[config.mk]
export PLATFORM = sky130hd
export DESIGN_NAME = game_sequencer_flat
export DESIGN_NICKNAME = d
export VERILOG_FILES = /design/src/rtl/game_pkg.sv /design/src/rtl/game_sequencer_if.sv /design/src/rtl/edge_lockout.sv /design/src/rtl/game_sequencer.sv /design/src/flat_wrapper.sv
export SDC_FILE = /design/constraint.sdc
export NUM_CORES = 1
export LEC_CHECK = 0
export ABC_AREA = 1
export CORE_MARGIN = 1
export CORE_UTILIZATION = 41
export DETAILED_ROUTE_END_ITERATION = 8
export PLACE_DENSITY = 0.6
export SLEW_MARGIN = 15
export SYNTH_ARGS = -nofsm -noshare
export SYNTH_HDL_FRONTEND = slang
export SYNTH_SLANG_ARGS = --single-unit
[constraint.sdc]
create_clock -name clk -period 4.6 [get_ports clk]
set_input_delay 0.46 -clock clk [delete_from_list [all_inputs] [get_ports clk]]
set_output_delay 0.46 -clock clk [all_outputs]
set_load 0.005 [all_outputs]
[src/rtl/game_pkg.sv]
// Shared types and default timing constants for the game sequencer.
package game_pkg;

  typedef enum logic [2:0] {
    IDLE    = 3'd0,
    PLAY    = 3'd1,
    RESPAWN = 3'd2,
    PAUSED  = 3'd3,
    WON     = 3'd4,
    OVER    = 3'd5
  } game_state_t;

  localparam int DEF_TICK_DIV    = 32'd100_000_000;
  localparam int DEF_LOCKOUT_CYC = 32'd1_000_000;
  localparam int DEF_RESPAWN_CYC = 32'd50_000_000;

  // Counter width for a 0..n-1 counter, never narrower than one bit.
  function automatic int cnt_width(input int n);
    return (n > 32'sd1) ? $clog2(n) : 32'sd1;
  endfunction

endpackage

[src/rtl/game_sequencer_if.sv]
// Collision/datapath side of the game sequencer: event flags in, commands out.
interface game_sequencer_if;

  logic       coin_det_in;
  logic       outbounds;
  logic       game_win;
  logic       time_zero;
  logic [1:0] lives;

  logic [2:0] state;
  logic       new_game;
  logic       coin_pulse;
  logic       life_lost;
  logic       win_pulse;
  logic       sec_tick;
  logic       freeze;
  logic       respawn;

  modport master (
    output coin_det_in, outbounds, game_win, time_zero, lives,
    input  state, new_game, coin_pulse, life_lost, win_pulse, sec_tick, freeze, respawn
  );

  modport slave (
    input  coin_det_in, outbounds, game_win, time_zero, lives,
    output state, new_game, coin_pulse, life_lost, win_pulse, sec_tick, freeze, respawn
  );

endinterface

[src/rtl/edge_lockout.sv]
// Rising-edge event filter: accepts one 0->1 edge, then stays blind for LOCKOUT_CYC cycles.
module edge_lockout
  import game_pkg::*;
#(
  parameter int LOCKOUT_CYC = DEF_LOCKOUT_CYC
) (
  input  logic clk,
  input  logic rst,
  input  logic i_sig,
  input  logic i_en,
  output logic o_evt
);

  localparam int              CW      = cnt_width(LOCKOUT_CYC);
  localparam logic [CW-1:0]   CNT_MAX = CW'(LOCKOUT_CYC - 1);

  logic          r_prev;
  logic          r_busy;
  logic [CW-1:0] r_cnt;
  logic          r_evt;
  logic          w_accept;

  // Disabled edges neither fire nor arm the lockout.
  assign w_accept = i_sig & ~r_prev & ~r_busy & i_en;
  assign o_evt    = r_evt;

  // Edge register, event register and lockout counter.
  always_ff @(posedge clk or negedge rst) begin
    if (!rst) begin
      r_prev <= 1'b0;
      r_busy <= 1'b0;
      r_cnt  <= '0;
      r_evt  <= 1'b0;
    end else begin
      r_prev <= i_sig;
      r_evt  <= w_accept;
      if (w_accept) begin
        r_busy <= 1'b1;
        r_cnt  <= '0;
      end else if (r_busy) begin
        if (r_cnt == CNT_MAX) begin
          r_busy <= 1'b0;
          r_cnt  <= '0;
        end else begin
          r_cnt <= r_cnt + CW'(1);
        end
      end
    end
  end

endmodule

[src/rtl/game_sequencer.sv]
// Game state controller: button sync, collision filtering, FSM, tick and respawn timers.
// Optional pause feature enabled by defining GAME_SEQ_PAUSE_EN.
module game_sequencer
  import game_pkg::*;
#(
  parameter int TICK_DIV    = DEF_TICK_DIV,
  parameter int LOCKOUT_CYC = DEF_LOCKOUT_CYC,
  parameter int RESPAWN_CYC = DEF_RESPAWN_CYC
) (
  input  logic            clk,
  input  logic            rst,
  input  logic            i_start_btn,
  input  logic            i_pause_btn,
  game_sequencer_if.slave io_gs
);

  localparam int                TICK_W   = cnt_width(TICK_DIV);
  localparam int                RESP_W   = cnt_width(RESPAWN_CYC);
  localparam logic [TICK_W-1:0] TICK_MAX = TICK_W'(TICK_DIV - 1);
  localparam logic [RESP_W-1:0] RESP_MAX = RESP_W'(RESPAWN_CYC - 1);

  game_state_t       r_state;
  logic              r_start_s1, r_start_s2, r_start_s3, r_start_edge;
  logic [TICK_W-1:0] r_tick_cnt;
  logic [RESP_W-1:0] r_resp_cnt;
  logic              r_new_game, r_coin_pulse, r_life_lost, r_win_pulse, r_sec_tick;
  logic              r_freeze, r_respawn;
  logic              r_win_done, r_win_evt;
  logic              w_play, w_coin_evt, w_oob_evt, w_win_acc, w_pause_edge;

  assign w_play    = (r_state == PLAY);
  assign w_win_acc = io_gs.game_win & ~r_win_done & w_play;

  edge_lockout #(.LOCKOUT_CYC(LOCKOUT_CYC)) u_coin_lock (
    .clk(clk), .rst(rst), .i_sig(io_gs.coin_det_in), .i_en(w_play), .o_evt(w_coin_evt)
  );

  edge_lockout #(.LOCKOUT_CYC(LOCKOUT_CYC)) u_oob_lock (
    .clk(clk), .rst(rst), .i_sig(io_gs.outbounds), .i_en(w_play), .o_evt(w_oob_evt)
  );

  // Start button: two-flop synchronizer followed by a registered rising-edge detector.
  always_ff @(posedge clk or negedge rst) begin
    if (!rst) begin
      r_start_s1   <= 1'b0;
      r_start_s2   <= 1'b0;
      r_start_s3   <= 1'b0;
      r_start_edge <= 1'b0;
    end else begin
      r_start_s1   <= i_start_btn;
      r_start_s2   <= r_start_s1;
      r_start_s3   <= r_start_s2;
      r_start_edge <= r_start_s2 & ~r_start_s3;
    end
  end

`ifdef GAME_SEQ_PAUSE_EN
  logic r_pause_s1, r_pause_s2, r_pause_s3, r_pause_edge;

  // Pause button: same synchronizer and edge detector as start.
  always_ff @(posedge clk or negedge rst) begin
    if (!rst) begin
      r_pause_s1   <= 1'b0;
      r_pause_s2   <= 1'b0;
      r_pause_s3   <= 1'b0;
      r_pause_edge <= 1'b0;
    end else begin
      r_pause_s1   <= i_pause_btn;
      r_pause_s2   <= r_pause_s1;
      r_pause_s3   <= r_pause_s2;
      r_pause_edge <= r_pause_s2 & ~r_pause_s3;
    end
  end

  assign w_pause_edge = r_pause_edge;
`else
  logic w_unused_pause;
  assign w_unused_pause = i_pause_btn;
  assign w_pause_edge   = 1'b0;
`endif

  // Game FSM with registered command pulses, levels and both timers.
  always_ff @(posedge clk or negedge rst) begin
    if (!rst) begin
      r_state      <= IDLE;
      r_new_game   <= 1'b0;
      r_coin_pulse <= 1'b0;
      r_life_lost  <= 1'b0;
      r_win_pulse  <= 1'b0;
      r_sec_tick   <= 1'b0;
      r_freeze     <= 1'b1;
      r_respawn    <= 1'b0;
      r_tick_cnt   <= '0;
      r_resp_cnt   <= '0;
      r_win_done   <= 1'b0;
      r_win_evt    <= 1'b0;
    end else begin
      r_new_game   <= 1'b0;
      r_coin_pulse <= 1'b0;
      r_life_lost  <= 1'b0;
      r_win_pulse  <= 1'b0;
      r_sec_tick   <= 1'b0;
      r_win_evt    <= w_win_acc;
      if (w_win_acc) begin
        r_win_done <= 1'b1;
      end
      case (r_state)
        IDLE, WON, OVER: begin
          if (r_start_edge) begin
            r_state    <= PLAY;
            r_new_game <= 1'b1;
            r_freeze   <= 1'b0;
            r_tick_cnt <= '0;
            r_win_done <= 1'b0;
          end
        end
        PLAY: begin
          if (r_tick_cnt == TICK_MAX) begin
            r_tick_cnt <= '0;
            r_sec_tick <= 1'b1;
          end else begin
            r_tick_cnt <= r_tick_cnt + TICK_W'(1);
          end
          // Leaving PLAY swallows a coin arriving in the same cycle.
          if (r_win_evt) begin
            r_state     <= WON;
            r_win_pulse <= 1'b1;
            r_freeze    <= 1'b1;
          end else if (w_oob_evt) begin
            r_life_lost <= 1'b1;
            r_freeze    <= 1'b1;
            if (io_gs.lives > 2'd1) begin
              r_state    <= RESPAWN;
              r_respawn  <= 1'b1;
              r_resp_cnt <= '0;
            end else begin
              r_state <= OVER;
            end
          end else if (io_gs.time_zero) begin
            r_state  <= OVER;
            r_freeze <= 1'b1;
          end else if (w_pause_edge) begin
            r_state  <= PAUSED;
            r_freeze <= 1'b1;
          end else if (w_coin_evt) begin
            r_coin_pulse <= 1'b1;
          end
        end
        RESPAWN: begin
          if (r_resp_cnt == RESP_MAX) begin
            r_state    <= PLAY;
            r_freeze   <= 1'b0;
            r_respawn  <= 1'b0;
            r_resp_cnt <= '0;
          end else begin
            r_resp_cnt <= r_resp_cnt + RESP_W'(1);
          end
        end
        PAUSED: begin
          if (w_pause_edge) begin
            r_state  <= PLAY;
            r_freeze <= 1'b0;
          end
        end
        default: begin
          r_state   <= IDLE;
          r_freeze  <= 1'b1;
          r_respawn <= 1'b0;
        end
      endcase
    end
  end

  assign io_gs.state      = r_state;
  assign io_gs.new_game   = r_new_game;
  assign io_gs.coin_pulse = r_coin_pulse;
  assign io_gs.life_lost  = r_life_lost;
  assign io_gs.win_pulse  = r_win_pulse;
  assign io_gs.sec_tick   = r_sec_tick;
  assign io_gs.freeze     = r_freeze;
  assign io_gs.respawn    = r_respawn;

endmodule

[src/flat_wrapper.sv]
// flat-port wrapper written by rule: the top's interface ports become plain ports
module game_sequencer_flat import game_pkg::*;
#(
  parameter int TICK_DIV    = DEF_TICK_DIV,
  parameter int LOCKOUT_CYC = DEF_LOCKOUT_CYC,
  parameter int RESPAWN_CYC = DEF_RESPAWN_CYC
)
  (clk, rst, i_start_btn, i_pause_btn, io_gs_coin_det_in, io_gs_outbounds, io_gs_game_win, io_gs_time_zero, io_gs_lives, io_gs_state, io_gs_new_game, io_gs_coin_pulse, io_gs_life_lost, io_gs_win_pulse, io_gs_sec_tick, io_gs_freeze, io_gs_respawn);
  game_sequencer_if io_gs_i ();
  input  logic clk;
  input  logic rst;
  input  logic i_start_btn;
  input  logic i_pause_btn;
  input wire logic [$bits(io_gs_i.coin_det_in)-1:0] io_gs_coin_det_in;
  input wire logic [$bits(io_gs_i.outbounds)-1:0] io_gs_outbounds;
  input wire logic [$bits(io_gs_i.game_win)-1:0] io_gs_game_win;
  input wire logic [$bits(io_gs_i.time_zero)-1:0] io_gs_time_zero;
  input wire logic [$bits(io_gs_i.lives)-1:0] io_gs_lives;
  output wire logic [$bits(io_gs_i.state)-1:0] io_gs_state;
  output wire logic [$bits(io_gs_i.new_game)-1:0] io_gs_new_game;
  output wire logic [$bits(io_gs_i.coin_pulse)-1:0] io_gs_coin_pulse;
  output wire logic [$bits(io_gs_i.life_lost)-1:0] io_gs_life_lost;
  output wire logic [$bits(io_gs_i.win_pulse)-1:0] io_gs_win_pulse;
  output wire logic [$bits(io_gs_i.sec_tick)-1:0] io_gs_sec_tick;
  output wire logic [$bits(io_gs_i.freeze)-1:0] io_gs_freeze;
  output wire logic [$bits(io_gs_i.respawn)-1:0] io_gs_respawn;
  assign io_gs_i.coin_det_in = io_gs_coin_det_in;
  assign io_gs_i.outbounds = io_gs_outbounds;
  assign io_gs_i.game_win = io_gs_game_win;
  assign io_gs_i.time_zero = io_gs_time_zero;
  assign io_gs_i.lives = io_gs_lives;
  assign io_gs_state = io_gs_i.state;
  assign io_gs_new_game = io_gs_i.new_game;
  assign io_gs_coin_pulse = io_gs_i.coin_pulse;
  assign io_gs_life_lost = io_gs_i.life_lost;
  assign io_gs_win_pulse = io_gs_i.win_pulse;
  assign io_gs_sec_tick = io_gs_i.sec_tick;
  assign io_gs_freeze = io_gs_i.freeze;
  assign io_gs_respawn = io_gs_i.respawn;
  game_sequencer #(.TICK_DIV(TICK_DIV), .LOCKOUT_CYC(LOCKOUT_CYC), .RESPAWN_CYC(RESPAWN_CYC)) u_core (.clk(clk), .rst(rst), .i_start_btn(i_start_btn), .i_pause_btn(i_pause_btn), .io_gs(io_gs_i));
endmodule
* Yosys cells after proc, flatten, opt, wreduce, memory -nomap -nowiden
Cells that the tools add are included.
Cells by class: add/sub/neg operators 4, $lt $le $gt $ge 1, equality and inequality tests 15, multiplexer cells 54, bitwise operators 17, reductions and logical operators 11
Operator list (count):
- 20-bit 2-to-1 mux | 6
- 26-bit 2-to-1 mux | 4
- 27-bit 2-to-1 mux | 2
- 27-bit case mux with 2 select lines | 1
- 26-bit case mux with 2 select lines | 1
- 20-bit by 1-bit adder with 20-bit output (second input constant) | 2
- 20-bit equality test (second input constant) | 2
- 1-bit 2-to-1 mux | 31
- 27-bit by 1-bit adder with 27-bit output (second input constant) | 1
- 27-bit equality test (second input constant) | 1
- 26-bit by 1-bit adder with 26-bit output (second input constant) | 1
- 26-bit equality test (second input constant) | 1
- 3-bit 2-to-1 mux | 6
- 3-bit case mux with 4 select lines | 1
- 1-bit AND | 9
- 1-bit inverter | 8
- 4-bit AND reduction | 2
- 2-bit nonzero test | 4
- 3-bit by 2-bit equality test with 1-bit output (second input constant) | 2
- 3-bit equality test (second input constant) | 2
- 2-bit by 1-bit != test with 1-bit output (second input constant) | 3
- 5-bit AND reduction | 1
- 2-bit != test (second input constant) | 2
- 4-bit by 3-bit != test with 1-bit output (second input constant) | 1
- 8 further kinds | 8
Storage, ports and cells: bits in registers 115, input bits 10, output and inout port bits 10, logic and storage cells 126

* Longest topological paths before layout
word-level depth 6, mapped depth 10, gate-level depth less buffers 10

* Cells and area by module
Synthesis repeated with hierarchy kept, for this count alone.
Second synthesis, totals: cells, all modules 1007, area, all modules 7006.7 um^2
By module, submodules not included:
- game_sequencer | times used 1, cells an instance 623, area each 4196.5 um^2, sequential area each 1727.9 um^2
- edge_lockout | times used 2, cells an instance 192, area each 1405.1 um^2, sequential area each 575.6 um^2

* Worst setup path after synthesis
No wires, ideal clock.
path type flip-flop to flip-flop, start register u_core.r_resp_cnt[0], end register u_core.r_resp_cnt[10], data arrival time 1483 ps, path slack 2994 ps, stages on the path, launching flop included 11, clock period less this slack 1606 ps, cells stage by stage dfrtp_1 -> ha_1 -> nand3_1 -> inv_1 -> nand2_1 -> nor2_1 -> nand2_1 -> nand2_1 -> nand2_2 -> inv_1 -> nor2_1
On the way: cells in the longest elaborated chain, start to end 3, elaborated cells on any way between the ends 4, those cells by class add/sub (1); eq/ne (1); mux (2)
RTL lines:
- from (decl) | line game_sequencer.sv:25 | logic [RESP_W-1:0] r_resp_cnt;
- from (signal assigned) | line game_sequencer.sv:156 | r_resp_cnt <= r_resp_cnt + RESP_W'(1);
- 26-bit by 1-bit adder with 26-bit output / 26-bit equality test (equally long branches) | line game_sequencer.sv:156, game_sequencer.sv:150
- 26-bit 2-to-1 mux * | line game_sequencer.sv:150 | if (r_resp_cnt == RESP_MAX) begin
- 26-bit case mux with 2 select lines * | line game_sequencer.sv:107 | case (r_state)
Every way passes the cells marked *; elsewhere a longest branch is shown, timed or not. A chain may end at the register's enable or synchronous reset.

* Worst setup path in the final report
start register u_core.r_state[2] (netlist: u_core.io_gs.state[2]), end register u_core.r_resp_cnt[19]
On the way: cells in the longest elaborated chain, start to end 3, elaborated cells on any way between the ends 8, those cells by class eq/ne (5); mux (1); reduce/logical (2)
RTL lines:
- from (decl) | line game_sequencer.sv:22 | game_state_t r_state;
- from (signal assigned) | line game_sequencer.sv:85 | r_state <= IDLE;
- from (signal assigned) | line game_sequencer.sv:110 | r_state <= PLAY;
- from (signal assigned) | line game_sequencer.sv:126 | r_state <= WON;
- 3-bit by 1-bit equality test with 1-bit output / 3-bit by 2-bit equality test with 1-bit output (equally long branches) | line game_sequencer.sv:107
- 2-bit != test (no line) (tied with other cells)
- 4-bit AND reduction (no line)
Parallel ways exist; a longest one is shown, timed or not.

==> flow_summary.ini <==
[logic_synthesis]
synthAdderAreaFrac = 0.00742
synth_top_family_by_area = simple AND/OR/NAND/NOR gates
synthXorXnorAreaFrac = 0.0455
synthFlopType = dfrtp_1
synth-seq-cells = 115
yosysWarnings = 0
synth_cell_types = 32
synthMuxAreaShare = 0.00148
syn_area_sq_um = 6740
ys_seq_area_frac = 0.427
syn-mean-instance-area_sq_um = 6.87
yosys.area_share.simple = 0.395
synth_compound_area_frac = 0.0546
netlist_instances = 981
synthesis.nets = 995
synth_edf_count = 0
async_flop_share = 1.00

[power]
total_power_mw = 2.80
ir_drop_v = 0.000318
p_leak_nw = 3.66
powerDensity_nw_per_um2 = 362

[clock_tree]
worst_skew_pair.late_latency_ns = 0.42
cts_buffer_depth = 2
clk_pin_slew_ns = 0.06
cts_root_buf = clkbuf_16
cts_setup_buffers = 0
cts_buffers = 17
hold_buffers = 0
cts_tree = built
htree_levels = 4
cts_sinks = 115
postCtsResizedCells = 0

[cells_and_area]
fin_cells = 1235
antenna_cells = 0
design_area_sq_um = 7730
layout.nets = 1020
layout-drive-gt1-share = 0.0500
syn2layout_area_growth_pct = 14.6
fill_cells = 1634

[global_route]
gr-total-overflow = 0
grt_usage = 0.209
grt_pass1_vias = 5614
antenna_found_initial = 0
grt_pass1_wl_um = 27300
grt_start_max_net_pins = 42

[floorplanning]
start_util = 0.423
die_h_um = 130
die-area_sq_um = 17000
die_x_um = 130
ios = 20
rows = 46
core_area_sq_um = 15900

[route]
drtIter0Drc = 424
via_count = 6079
viasPerCell = 4.92
drc = 0
wl_per_cell_um = 12.9
routed_wl_um = 15900
firstDrtPassIters = 5
ant_nets = 0

[sta]
period_needed_ns = 2.64
slew_viol_final = 0
worst_pin_slew_ns = 0.647
setup_viol = 0
rsz0062_at_grt = false
fmax_mhz = 379
fin_crit_sh = 0.574
final_hold_viol_count = 0
hold_ws_ns = 0.0121
fin_setup_tns_ns = 0
slew-limit-headroom = 0.568
finClkSkew_ns = 0.00578

[worst_setup_path]
cp_data_arrival_time_ns = 2.94
critPathCaptureType = flop
cp-start-kind = flop
rr_worst_depth = 8
r2r_end = u_core.r_resp_cnt[19]
cp_max_fo = 24
reg2reg_slack_ns = 1.96
crit_path_start = u_core.io_gs.state[2]
crit_required_ns = 4.90
worst-setup-path-type = flop to flop
rr_startpoint = u_core.io_gs.state[2]

[outcome]
status = complete, no violations

[place]
port-buffer-count = 17
place_area_sq_um = 7120
dpl.hpwl_um = 11600
place_congestion = 0.920
dp_cells = 1203

[hold_path]
hp-class = input port to async pin

[flow_run]
max-cap-violations = 0
stage by stage:
step | worst slack, ns | util
final | 1.96 | 0.485
after global routing | 1.73 | 0.485
after CTS | 1.92 | 0.485
after detailed placement | 1.93 | 0.447
after global placement | 1.95 | 0.447
after floorplan | 2.99 | -
power breakdown:
group          switching [mW]  internal, mW  leakage, nW
clock network           0.505         0.858        0.292
logic                   0.241        0.0985         1.91
registers              0.0401          1.06         1.45
worst max path at each step:
stage / slack, ns / end
global placement: 1.95 / u_core.r_resp_cnt[10]
floorplan: 2.99 / u_core.r_resp_cnt[10]
detailed placement: 1.93 / u_core.r_resp_cnt[15]
global route: 1.73 / u_core.r_resp_cnt[19]
finish: 1.96 / u_core.r_resp_cnt[19]
CTS: 1.92 / u_core.r_resp_cnt[19]
logic make-up (layout without fill, tap and decap cells):
family / after synthesis / count (layout)
XOR/XNOR: 35 / 35
adder cells (fa/ha/maj): 4 / 4
AND/OR/NAND/NOR: 643 / 643
multiplexers: 1 / 1
AO/OA/AOI/OAI: 67 / 67
buffers and inverters: 116 / 154
flip-flops: 115 / 115
state kept, by name, summed over array words and instances (netlist names), 3 cells and up:
name and count:
u_core.r_tick_cnt 27, u_core.u_oob_lock.r_cnt 20, u_core.io_gs.state 3, u_core.u_coin_lock.r_cnt 20, u_core.r_resp_cnt 26
area by class of cell:
cell class / instances / area, sq um / share of cell area
clock buffers: 18 / 429 / 0.0555
clock inverters: 14 / 176 / 0.0228
inverters: 102 / 383 / 0.0495
multi-input cells: 750 / 3400 / 0.440
flip-flops and latches: 115 / 2880 / 0.373
well taps: 216 / 270 / 0.0350
repair buffers: 20 / 190 / 0.0246
worst max-delay path: stages (launching register included):
cell and delay, ns:
dfrtp_1 0.44, inv_1 0.11, nand2_1 0.09, nor2_2 0.52
nand2_1 0.28, nand2_2 0.43, nand2_2 0.25, inv_1 0.29
nor2_1 0.09
cell usage after synthesis, types with 2 or more instances:
library cell  count  area, sq um
o22ai_1          15         93.8
clkbuf_1          4         15.0
ha_1              4         50.1
inv_2             4         15.0
buf_2             7         35.0
dfrtp_1         114         2850
nand3b_1          3         22.5
nand4_1          30          188
inv_1            98          368
o21bai_1          2         15.0
nand2_2           5         31.3
o21ai_0          43          215
or2_2             3         18.8
nor3_1           15         75.1
nand2_1         338         1270
xor2_1           28          245
xnor2_1           7         61.3
a21oi_1           4         20.0
buf_6             2         22.5
nor3b_1           2         15.0
nor2_1          164          616
nand3_1          79          395
layout by cell type, fill, tap and decap left out, types with 3 or more instances in the layout:
| cell type | instances |
|---|---|
| clkdlybuf4s50_1 | 16 |
| nor2_1 | 164 |
| a21oi_1 | 4 |
| nand2_2 | 5 |
| nand3b_1 | 3 |
| or2_2 | 3 |
| nand2_1 | 338 |
| inv_2 | 4 |
| ha_1 | 4 |
| nand4_1 | 30 |
| nor3_1 | 15 |
| inv_1 | 98 |
| clkbuf_16 | 17 |
| o22ai_1 | 15 |
| o21ai_0 | 43 |
| xnor2_1 | 7 |
| dfrtp_1 | 114 |
| xor2_1 | 28 |
| bufinv_16 | 3 |
| buf_4 | 4 |
| nand3_1 | 79 |
| inv_6 | 5 |
routing by layer:
layer / track usage / part of all wire
met1: 0.290 / 0.50
met2: 0.323 / 0.45
met3: 0.0443 / 0.033
met4: 0.0698 / 0.015
met5: 0 / 0
(Power assumes the default switching activity.)
==> RTL change (config.mk and constraints unchanged) <==
Set the package constant `DEF_RESPAWN_CYC` to 32'd100000000 (it was 32'd50_000_000).
--- a/src/rtl/game_pkg.sv
+++ b/src/rtl/game_pkg.sv
@@ -12,7 +12,7 @@
 
   localparam int DEF_TICK_DIV    = 32'd100_000_000;
   localparam int DEF_LOCKOUT_CYC = 32'd1_000_000;
-  localparam int DEF_RESPAWN_CYC = 32'd50_000_000;
+  localparam int DEF_RESPAWN_CYC = 32'd100000000;
 
   // Counter width for a 0..n-1 counter, never narrower than one bit.
   function automatic int cnt_width(input int n);
Function: no difference found for any inputs over 10 cycles, from zero or initial values and one cycle with rst low; that may be too few to reach the edited logic, so the function may still have changed.
==> RTL change against the unedited design <==
- setup slack improved by 0.54 ns
- via count fell by 3.6%
- design area rose by 0.76%
- synthesized area rose by 0.91%
- sequential power barely moved
- power rose by 1.8%
- sequential cell count rose by 1
- routed wire length fell by 3.6%
- critical endpoint is now io_gs_state[1]
==> RTL change: results (changes against the unedited design) <==
metric	value	unit	change
Setup Slack @ Placement	2.498	ns	+0.5642 ns
WP data arrival	1.63	ns	-1.31 ns
NetSw	0.8076	mW	+2.7%
Post-CTS Setup Inserts	0		unchanged
via count	5858		-3.6%
delay of the slowest critical-path stage	0.64	ns	+0.12 ns
largest net degree at the start of global routing	65		+55%
CP max FO	7		-71%
vias in the first global route	5462		-2.7%
drt wl/cell	12.79	microns	-0.72%
Hold Crit Class	in -> async		
delay-heaviest family, CP	buffers and inverters		
Inst Count DP	1167		-3.0%
layout cells sized above 1	8.545	%	+3.5 points
first-pass GRT wire length	26100	microns	-4.4%
IO Port Bufs	17		unchanged
largest cells by area after synthesis	dfrtp_1 (42%), nand2_1 (17%), nor2_1 (6.8%), nand3_1 (6.6%), inv_1 (5.2%)		
post-cts sizing count	0		unchanged
biggest regs	u_core.r_resp_cnt: 27 flops, u_core.r_tick_cnt: 27 flops		
R2R depth	10		+2
Layout Nets	984		-3.5%
r2r endpoint	u_core.r_resp_cnt[21]		
status	finished clean		
Avg Cell Area, Syn	7.206	sq um	+4.9%
initial DRC count	392		-7.5%
area of the multi-input gates	3420	sq um	+0.59%
routability cong.	0.8532		-7.2%
fillers	1590		-2.7%
Fin Clk Skew	0.007148	ns	+0.001370 ns
crit share post-route	45.50	%	-12 points
CP max-delay cell	clkdlybuf4s50_1		
sequential share of the synthesized area	42.69	%	about the same
Clock transition at path regs	0.06	ns	about the same
via/cell ratio	4.886		-0.74%
RR Startpoint	u_core.r_resp_cnt[0]		
setup slack, reg-to-reg	2.63	ns	+0.67 ns
FFs w/ async S/R, synth	100.0	%	unchanged
Clock Tree Buf Depth	2		unchanged
Critical path origin	u_core.io_gs.state[1]		
Leak	3.614	nW	-1.2%
Netlist cell types	35		+9.4%
CTS Buf Count	17		unchanged
total track usage	19.53	%	-1.3 points
CP endpoint	io_gs_state[1]		
DP Area	7164	sq um	+0.60%
HPWL after DPL	10870	microns	-5.9%
Final ANT Viol Nets	0		unchanged
drt first pass iters	5		unchanged
syn nets	958		-3.7%
top cells by count, synth	nand2_1 (302), nor2_1 (124), dfrtp_1 (115)		
peak supply drop	0.2756	mV	-13%
Max-slew headroom	45.72	%	-11 points
==> RTL change: cell families (layout without fill, tap and decap cells) <==
logic type | after synthesis | after routing | synth area share (%)
and+or+nand+nor | 595 | 595 | 38.33
DFF | 116 | 116 | 42.69
buffers and inverters | 115 | 154 | 7.044
adders and majority gates | 4 | 4 | 0.7357
xor gates and xnor gates | 36 | 36 | 4.635
AOI/OAI and AO/OA | 78 | 78 | 6.566
==> RTL change: power by group through the flow <==
stage	clock network (mW)	logic [mW]	registers [mW]
6_report	1.39	0.360	1.10
5_1_grt	1.46	0.416	1.11
4_1_cts	1.41	0.370	1.10
3_5_place_dp	0	0.368	1.12
3_3_place_gp	0	0.369	1.12
2_1_floorplan	0	0.257	1.11
==> RTL change: worst min-delay path by stage <==
stage,slack (ns),to
2_1_floorplan,0.16,u_core.io_gs.coin_pulse
3_3_place_gp,0.35,u_core.r_start_s2
3_5_place_dp,0.36,u_core.r_start_s2
4_1_cts,0.19,u_core.r_tick_cnt[15]
5_1_grt,0.22,u_core.r_tick_cnt[15]
6_report,0.16,u_core.r_tick_cnt[15]
==> RTL change: layout make-up <==
class | count | share of cell area [%]
multi-input cells | 713 | 43.92
flip-flops and latches | 116 | 37.30
clock buffers | 17 | 5.464
inverters | 103 | 4.982
well taps | 216 | 3.471
clock inverters | 15 | 2.523
repair buffers | 19 | 2.346
==> RTL change: per-layer routing <==
layer,GRT usage [%],vias up,routed length [microns]
met5,0,-,0
met4,5.815,0,198
met3,4.723,23,590
met2,30.28,98,6845
met1,26.96,2658,7703
li1,-,3079,-
